--- config.mk ---
export PLATFORM = sky130hd
export DESIGN_NAME = hilo_reg_unit
export DESIGN_NICKNAME = d
export VERILOG_FILES = /design/src/rtl/hilo_pkg.sv /design/src/rtl/hilo_latency_ctr.sv /design/src/rtl/hilo_reg_unit.sv
export SDC_FILE = /design/constraint.sdc
export NUM_CORES = 1
export LEC_CHECK = 0
export CAP_MARGIN = 5
export CORE_ASPECT_RATIO = 1.1
export CORE_MARGIN = 2
export CORE_UTILIZATION = 40
export DETAILED_ROUTE_END_ITERATION = 7
export PLACE_DENSITY = 0.72
export SKIP_CTS_REPAIR_TIMING = 1
export SLEW_MARGIN = 15
export SYNTH_ARGS = -nofsm -noshare
export SYNTH_HDL_FRONTEND = slang
export SYNTH_SLANG_ARGS = --single-unit
--- constraint.sdc ---
create_clock -name clk -period 2.05 [get_ports clk]
set_clock_uncertainty 0.2 [all_clocks]
set_input_delay 0.615 -clock clk [delete_from_list [all_inputs] [get_ports clk]]
set_output_delay 0.615 -clock clk [all_outputs]
set_load 0.01 [all_outputs]
--- src/rtl/hilo_pkg.sv ---
// Shared constants and types for the HI/LO register unit and its latency counter.
package hilo_pkg;

  localparam int DW          = 32;
  localparam int LATENCY_MAX = 15;
  localparam int CNT_W       = 4;
  localparam logic [4:0] FS_MULT = 5'h1E;

  typedef struct packed {
    logic n;
    logic z;
  } flags_t;

  function automatic logic [CNT_W-1:0] lat_load(input int lat);
    return CNT_W'(lat);
  endfunction

endpackage

--- src/rtl/hilo_latency_ctr.sv ---
// Loadable down-counter modelling multiply latency; commit marks the final busy cycle.
// Latency: busy rises the edge after load; no backpressure (load only while idle).
module hilo_latency_ctr
  import hilo_pkg::*;
(
  input  logic             clk,
  input  logic             reset,
  input  logic             load,
  input  logic [CNT_W-1:0] load_val,
  output logic             busy,
  output logic             commit
);

  logic [CNT_W-1:0] cnt;

  always_ff @(posedge clk) begin
    if (!reset) begin
      cnt <= '0;
    end else if (load) begin
      cnt <= load_val;
    end else if (cnt != '0) begin
      cnt <= cnt - 1'b1;
    end
  end

  assign busy   = (cnt != '0);
  assign commit = (cnt == CNT_W'(1));

endmodule

--- src/rtl/hilo_reg_unit.sv ---
// HI/LO architectural registers fed by the multiplier; HILO_FWD_EN enables read bypass in the commit cycle.
// Latency: product lands LATENCY edges after accept; reads return on the next edge.
// Backpressure: stall is combinational, requester holds any request not accepted.
module hilo_reg_unit
  import hilo_pkg::*;
#(
  parameter int LATENCY = 4,
  parameter int DW      = 32
) (
  input  logic          clk,
  input  logic          reset,
  input  logic          mpy_start,
  input  logic [DW-1:0] Y_hi,
  input  logic [DW-1:0] Y_lo,
  input  logic          mthi,
  input  logic          mtlo,
  input  logic [DW-1:0] wr_data,
  input  logic          mfhi,
  input  logic          mflo,
  output logic [DW-1:0] rd_data,
  output logic          rd_valid,
  output logic          stall,
  output logic          busy,
  output logic [DW-1:0] HI,
  output logic [DW-1:0] LO,
  output logic          N,
  output logic          Z
);

  logic [2*DW-1:0] pending;
  logic [DW-1:0]   rd_src;
  flags_t          flags;
  logic            commit;
  logic            mt_req, mf_req;
  logic            accept_mpy, accept_mt, accept_mf, fwd_rd;

  hilo_latency_ctr u_ctr (
    .clk      (clk),
    .reset    (reset),
    .load     (accept_mpy),
    .load_val (lat_load(LATENCY)),
    .busy     (busy),
    .commit   (commit)
  );

  assign mt_req     = mthi | mtlo;
  assign mf_req     = mfhi | mflo;
  assign accept_mpy = mpy_start & ~busy;
  assign accept_mt  = mt_req & ~busy & ~mpy_start;

`ifdef HILO_FWD_EN
  // Pending is stable in the commit cycle, so a read can take it directly.
  assign fwd_rd = commit & mf_req;
`else
  assign fwd_rd = 1'b0;
`endif

  assign accept_mf = (mf_req & ~busy & ~mpy_start) | fwd_rd;
  assign stall     = (mpy_start & ~accept_mpy) | (mt_req & ~accept_mt) | (mf_req & ~accept_mf);

  always_comb begin
    rd_src = mfhi ? HI : LO;
    if (fwd_rd) begin
      rd_src = mfhi ? pending[2*DW-1:DW] : pending[DW-1:0];
    end
  end

  always_ff @(posedge clk) begin
    if (!reset) begin
      pending  <= '0;
      HI       <= '0;
      LO       <= '0;
      rd_data  <= '0;
      rd_valid <= 1'b0;
      flags    <= '0;
    end else begin
      rd_valid <= accept_mf;
      if (accept_mpy) begin
        pending <= {Y_hi, Y_lo};
      end
      // Commit and MT writes are mutually exclusive: MT is only accepted while idle.
      if (commit) begin
        {HI, LO} <= pending;
        flags.n  <= pending[2*DW-1];
        flags.z  <= (pending == '0);
      end else begin
        if (accept_mt & mthi) HI <= wr_data;
        if (accept_mt & mtlo) LO <= wr_data;
      end
      if (accept_mf) begin
        rd_data <= rd_src;
      end
    end
  end

  assign N = flags.n;
  assign Z = flags.z;

endmodule

==> flow_summary.yaml <==
outcome:
  status: "finished, violations left"
  violations: "setup timing"
logic_synthesis:
  synth_flop_cell: "dfxtp_1"
  synth_edf_count: 0
  synth_most_common_cell: "nand2_1"
  async_flop_share_pct: 0
  synth_top_cells_by_area: "dfxtp_1, nand2_1, a21boi_0"
  synth_warnings: 0
  synth_top_cell_area_share_pct: 47.69
  synth.largest_area_cell: "dfxtp_1"
  yosysUniqueCellTypes: 30
  ys_seq_area_share_pct: 47.69
  ys_top_cells_by_count: "nand2_1, dfxtp_1, o21ai_0"
  ys_ff_latch: 167
  syn_inst: 841
  syn-mean-instance-area_sq_um: 8.336
  synthesis.nets: 947
  synthesis.area_sq_um: 7010
worst_hold_path:
  worstHoldPathCells: 2
  worstHoldStart: "pending[44]$_SDFFE_PN0P_"
  hold_class: "reg2reg"
setup_path:
  r2r.worst_path.cells: 9
  worstSetupPathType: "reg2out"
  crit_top_cell: "inv_2"
  startpoint_type: "flip-flop"
  cp.required_ns: 1.23
  cp_max_fo: 2
  cpPeakStageDelay_ns: 0.32
  r2r_start: "u_ctr.cnt[1]$_SDFFE_PP0P_"
  arrival_ns: 1.49
  critPathSlowestCell: "dfxtp_2"
  crit_start: "u_ctr.cnt[1]$_SDFFE_PP0P_"
  path_cells: "inv_2 -> ha_4 -> nor3b_4 -> inv_2 -> nand2_2 -> a21oi_2 -> buf_2"
  end_kind: "primary output"
timing:
  maxSlewViolCount: 0
  post-route-period-util_pct: 112.3
  relSlewSlack_pct: 64.87
  whs_ns: 0.2786
  finalHoldViolations: 0
  tightest_slew_ns: 0.5222
  setup_viol_count_final: 2
  setup_ws_ns: -0.2519
  fin_crit_ns: 2.302
  rsz0062_at_grt: "yes"
  fmaxAchievable_mhz: 434.4
power:
  p_leak_nw: 5.743
  power_density_nw_per_um2: 1369
  ir_worst_vdd_mv: 0.7717
global_route:
  grt_overflow_total: 0
  grt_max_degree: 65
  grt_pass1_vias: 6153
  antenna_found_initial: 2
  grt_pass1_wl_um: 34470
  grt_usage_pct: 24.19
finish:
  nets: 1150
  syn_to_final_growth_pct: 49.30
  register_area_sq_um: 3346
  multi_input_area_sq_um: 3363
  finalNonFillerCells: 1291
  nFillCells: 1454
  fin_area_sq_um: 10470
  drive_gt1_share_pct: 9.479
routing:
  wl_um: 23560
  viasPerCell: 5.230
  drcViolationCount: 0
  drt-initial-drc-count: 754
  ant_nets: 0
  drt-pass1-iter-count: 5
  post_drt_wl_per_cell_um: 18.25
  vias: 6752
clock_network:
  cts_tree: "built"
  clock_sinks: 167
  root_buffer: "clkbuf_16"
  numCtsBuffers: 17
  clockBufferDepth: 2
  ctsHtreeMaxLevel: 4
  cts.clk_slew.worst_paths_ns: 0.06
  clock_latency_ns: 0.42
die:
  die_area_sq_um: 18600
  die_w_um: 130.2
  core.rowCount: 50
  initial_core_util_pct: 41.05
  die_y_um: 142.9
  ioPinCount: 204
  core-area_sq_um: 17080
place:
  io_buffers: 203
  place_area_sq_um: 9518
  place_hpwl_um: 16450
  gp_congestion: 0.8532
  placed_cells: 1255
job:
  max_cap_violations: 0
[sequential cells by signal, summed over array words and instances (netlist names)]
register / flops
pending: 64
HI: 32
LO: 32
rd_data: 32
u_ctr.cnt: 4
N: 1
Z: 1
rd_valid: 1
[power breakdown]
group	total, mW	switching [mW]	internal [mW]
combinational	5.99	3.11	2.89
sequential	5.15	0.843	4.31
clock	3.19	1.27	1.92
[cells by family (layout without fill, tap and decap cells)]
kind of cell	count (synthesis)	count (layout)	synth area share [%]
AND/OR/NAND/NOR	333	333	19.31
AO/OA/AOI/OAI	232	232	22.52
flip-flops	167	167	47.69
buffers and inverters	73	287	5.247
multiplexers	32	32	4.569
adder cells (fa/ha/maj)	3	3	0.5355
XOR/XNOR	1	1	0.1250
other	0	2	0
[path summary, 6_finish.rpt]
| path | to | slack, ns |
|---|---|---|
| min reg2reg | pending[44]$_SDFFE_PN0P_ | 0.28 |
| max reg2reg | rd_data[3]$_SDFFE_PN0P_ | 0.07 |
| min | pending[44]$_SDFFE_PN0P_ | 0.28 |
| max | stall | -0.25 |
[area by class of cell]
class / count / area share, %
flip-flops and latches: 167 / 31.97
diodes: 2 / 0.04782
inverters: 3 / 0.1076
multi-input cells: 601 / 32.13
clock inverters: 10 / 1.243
well taps: 234 / 2.797
repair buffers: 254 / 27.44
clock buffers: 20 / 4.268
[metrics by stage]
step           total power, mW  setup WS [ns]  TNS [ns]  utilization [%]
2_1_floorplan            7.976        0.06627         0                -
3_3_place_gp             11.06        -0.6892    -47.81            55.73
3_5_place_dp             11.18        -0.7006    -52.82            55.73
4_1_cts                  14.35        -0.7711    -12.49            59.11
5_1_grt                  15.13        -0.3195   -0.6404            61.27
6_report                 14.33        -0.2519   -0.4986            61.28
[layout by cell type (no fill, tap or decap), types with 2 or more instances in the layout]
| cell | netlist | routed |
|---|---|---|
| bufinv_16 | 0 | 3 |
| dfxtp_1 | 167 | 165 |
| clkdlybuf4s50_1 | 0 | 97 |
| nor4_1 | 17 | 16 |
| o211a_1 | 33 | 33 |
| nor2_1 | 3 | 3 |
| a31oi_1 | 64 | 64 |
| a21boi_0 | 55 | 55 |
| clkinvlp_4 | 0 | 2 |
| clkbuf_16 | 0 | 20 |
| buf_2 | 12 | 2 |
| dlymetal6s2s_1 | 0 | 102 |
| nor3_1 | 3 | 3 |
| a21boi_1 | 10 | 10 |
| and2_4 | 0 | 2 |
| nand2_2 | 0 | 2 |
| nand4_1 | 3 | 3 |
| diode_2 | 0 | 2 |
| nand2_1 | 297 | 294 |
| o21ai_0 | 65 | 65 |
| dfxtp_2 | 0 | 2 |
| buf_12 | 0 | 13 |
| ha_1 | 3 | 2 |
| inv_2 | 0 | 3 |
| mux2i_1 | 32 | 32 |
| buf_4 | 9 | 35 |
| clkbuf_1 | 43 | 2 |
| clkinv_2 | 0 | 5 |
[routing by layer]
| layer | routed length [um] | track usage, % | vias to the layer above | part of all wire (%) |
|---|---|---|---|---|
| li1 | - | - | 3318 | - |
| met1 | 10580 | 34.58 | 3150 | 45 |
| met2 | 10820 | 36.21 | 245 | 46 |
| met3 | 1452 | 3.822 | 39 | 6.2 |
| met4 | 702 | 10.02 | 0 | 3.0 |
| met5 | 0 | 0 | - | 0 |
[worst max-delay path: cells and delay by family, from the launching register on]
family / cells / cell delay [ns]
flops: 1 / 0.32
buf+inv: 3 / 0.28
simple gates: 2 / 0.28
fa+ha+maj: 1 / 0.13
compound gates: 1 / 0.05
(Power assumes the default switching activity.)
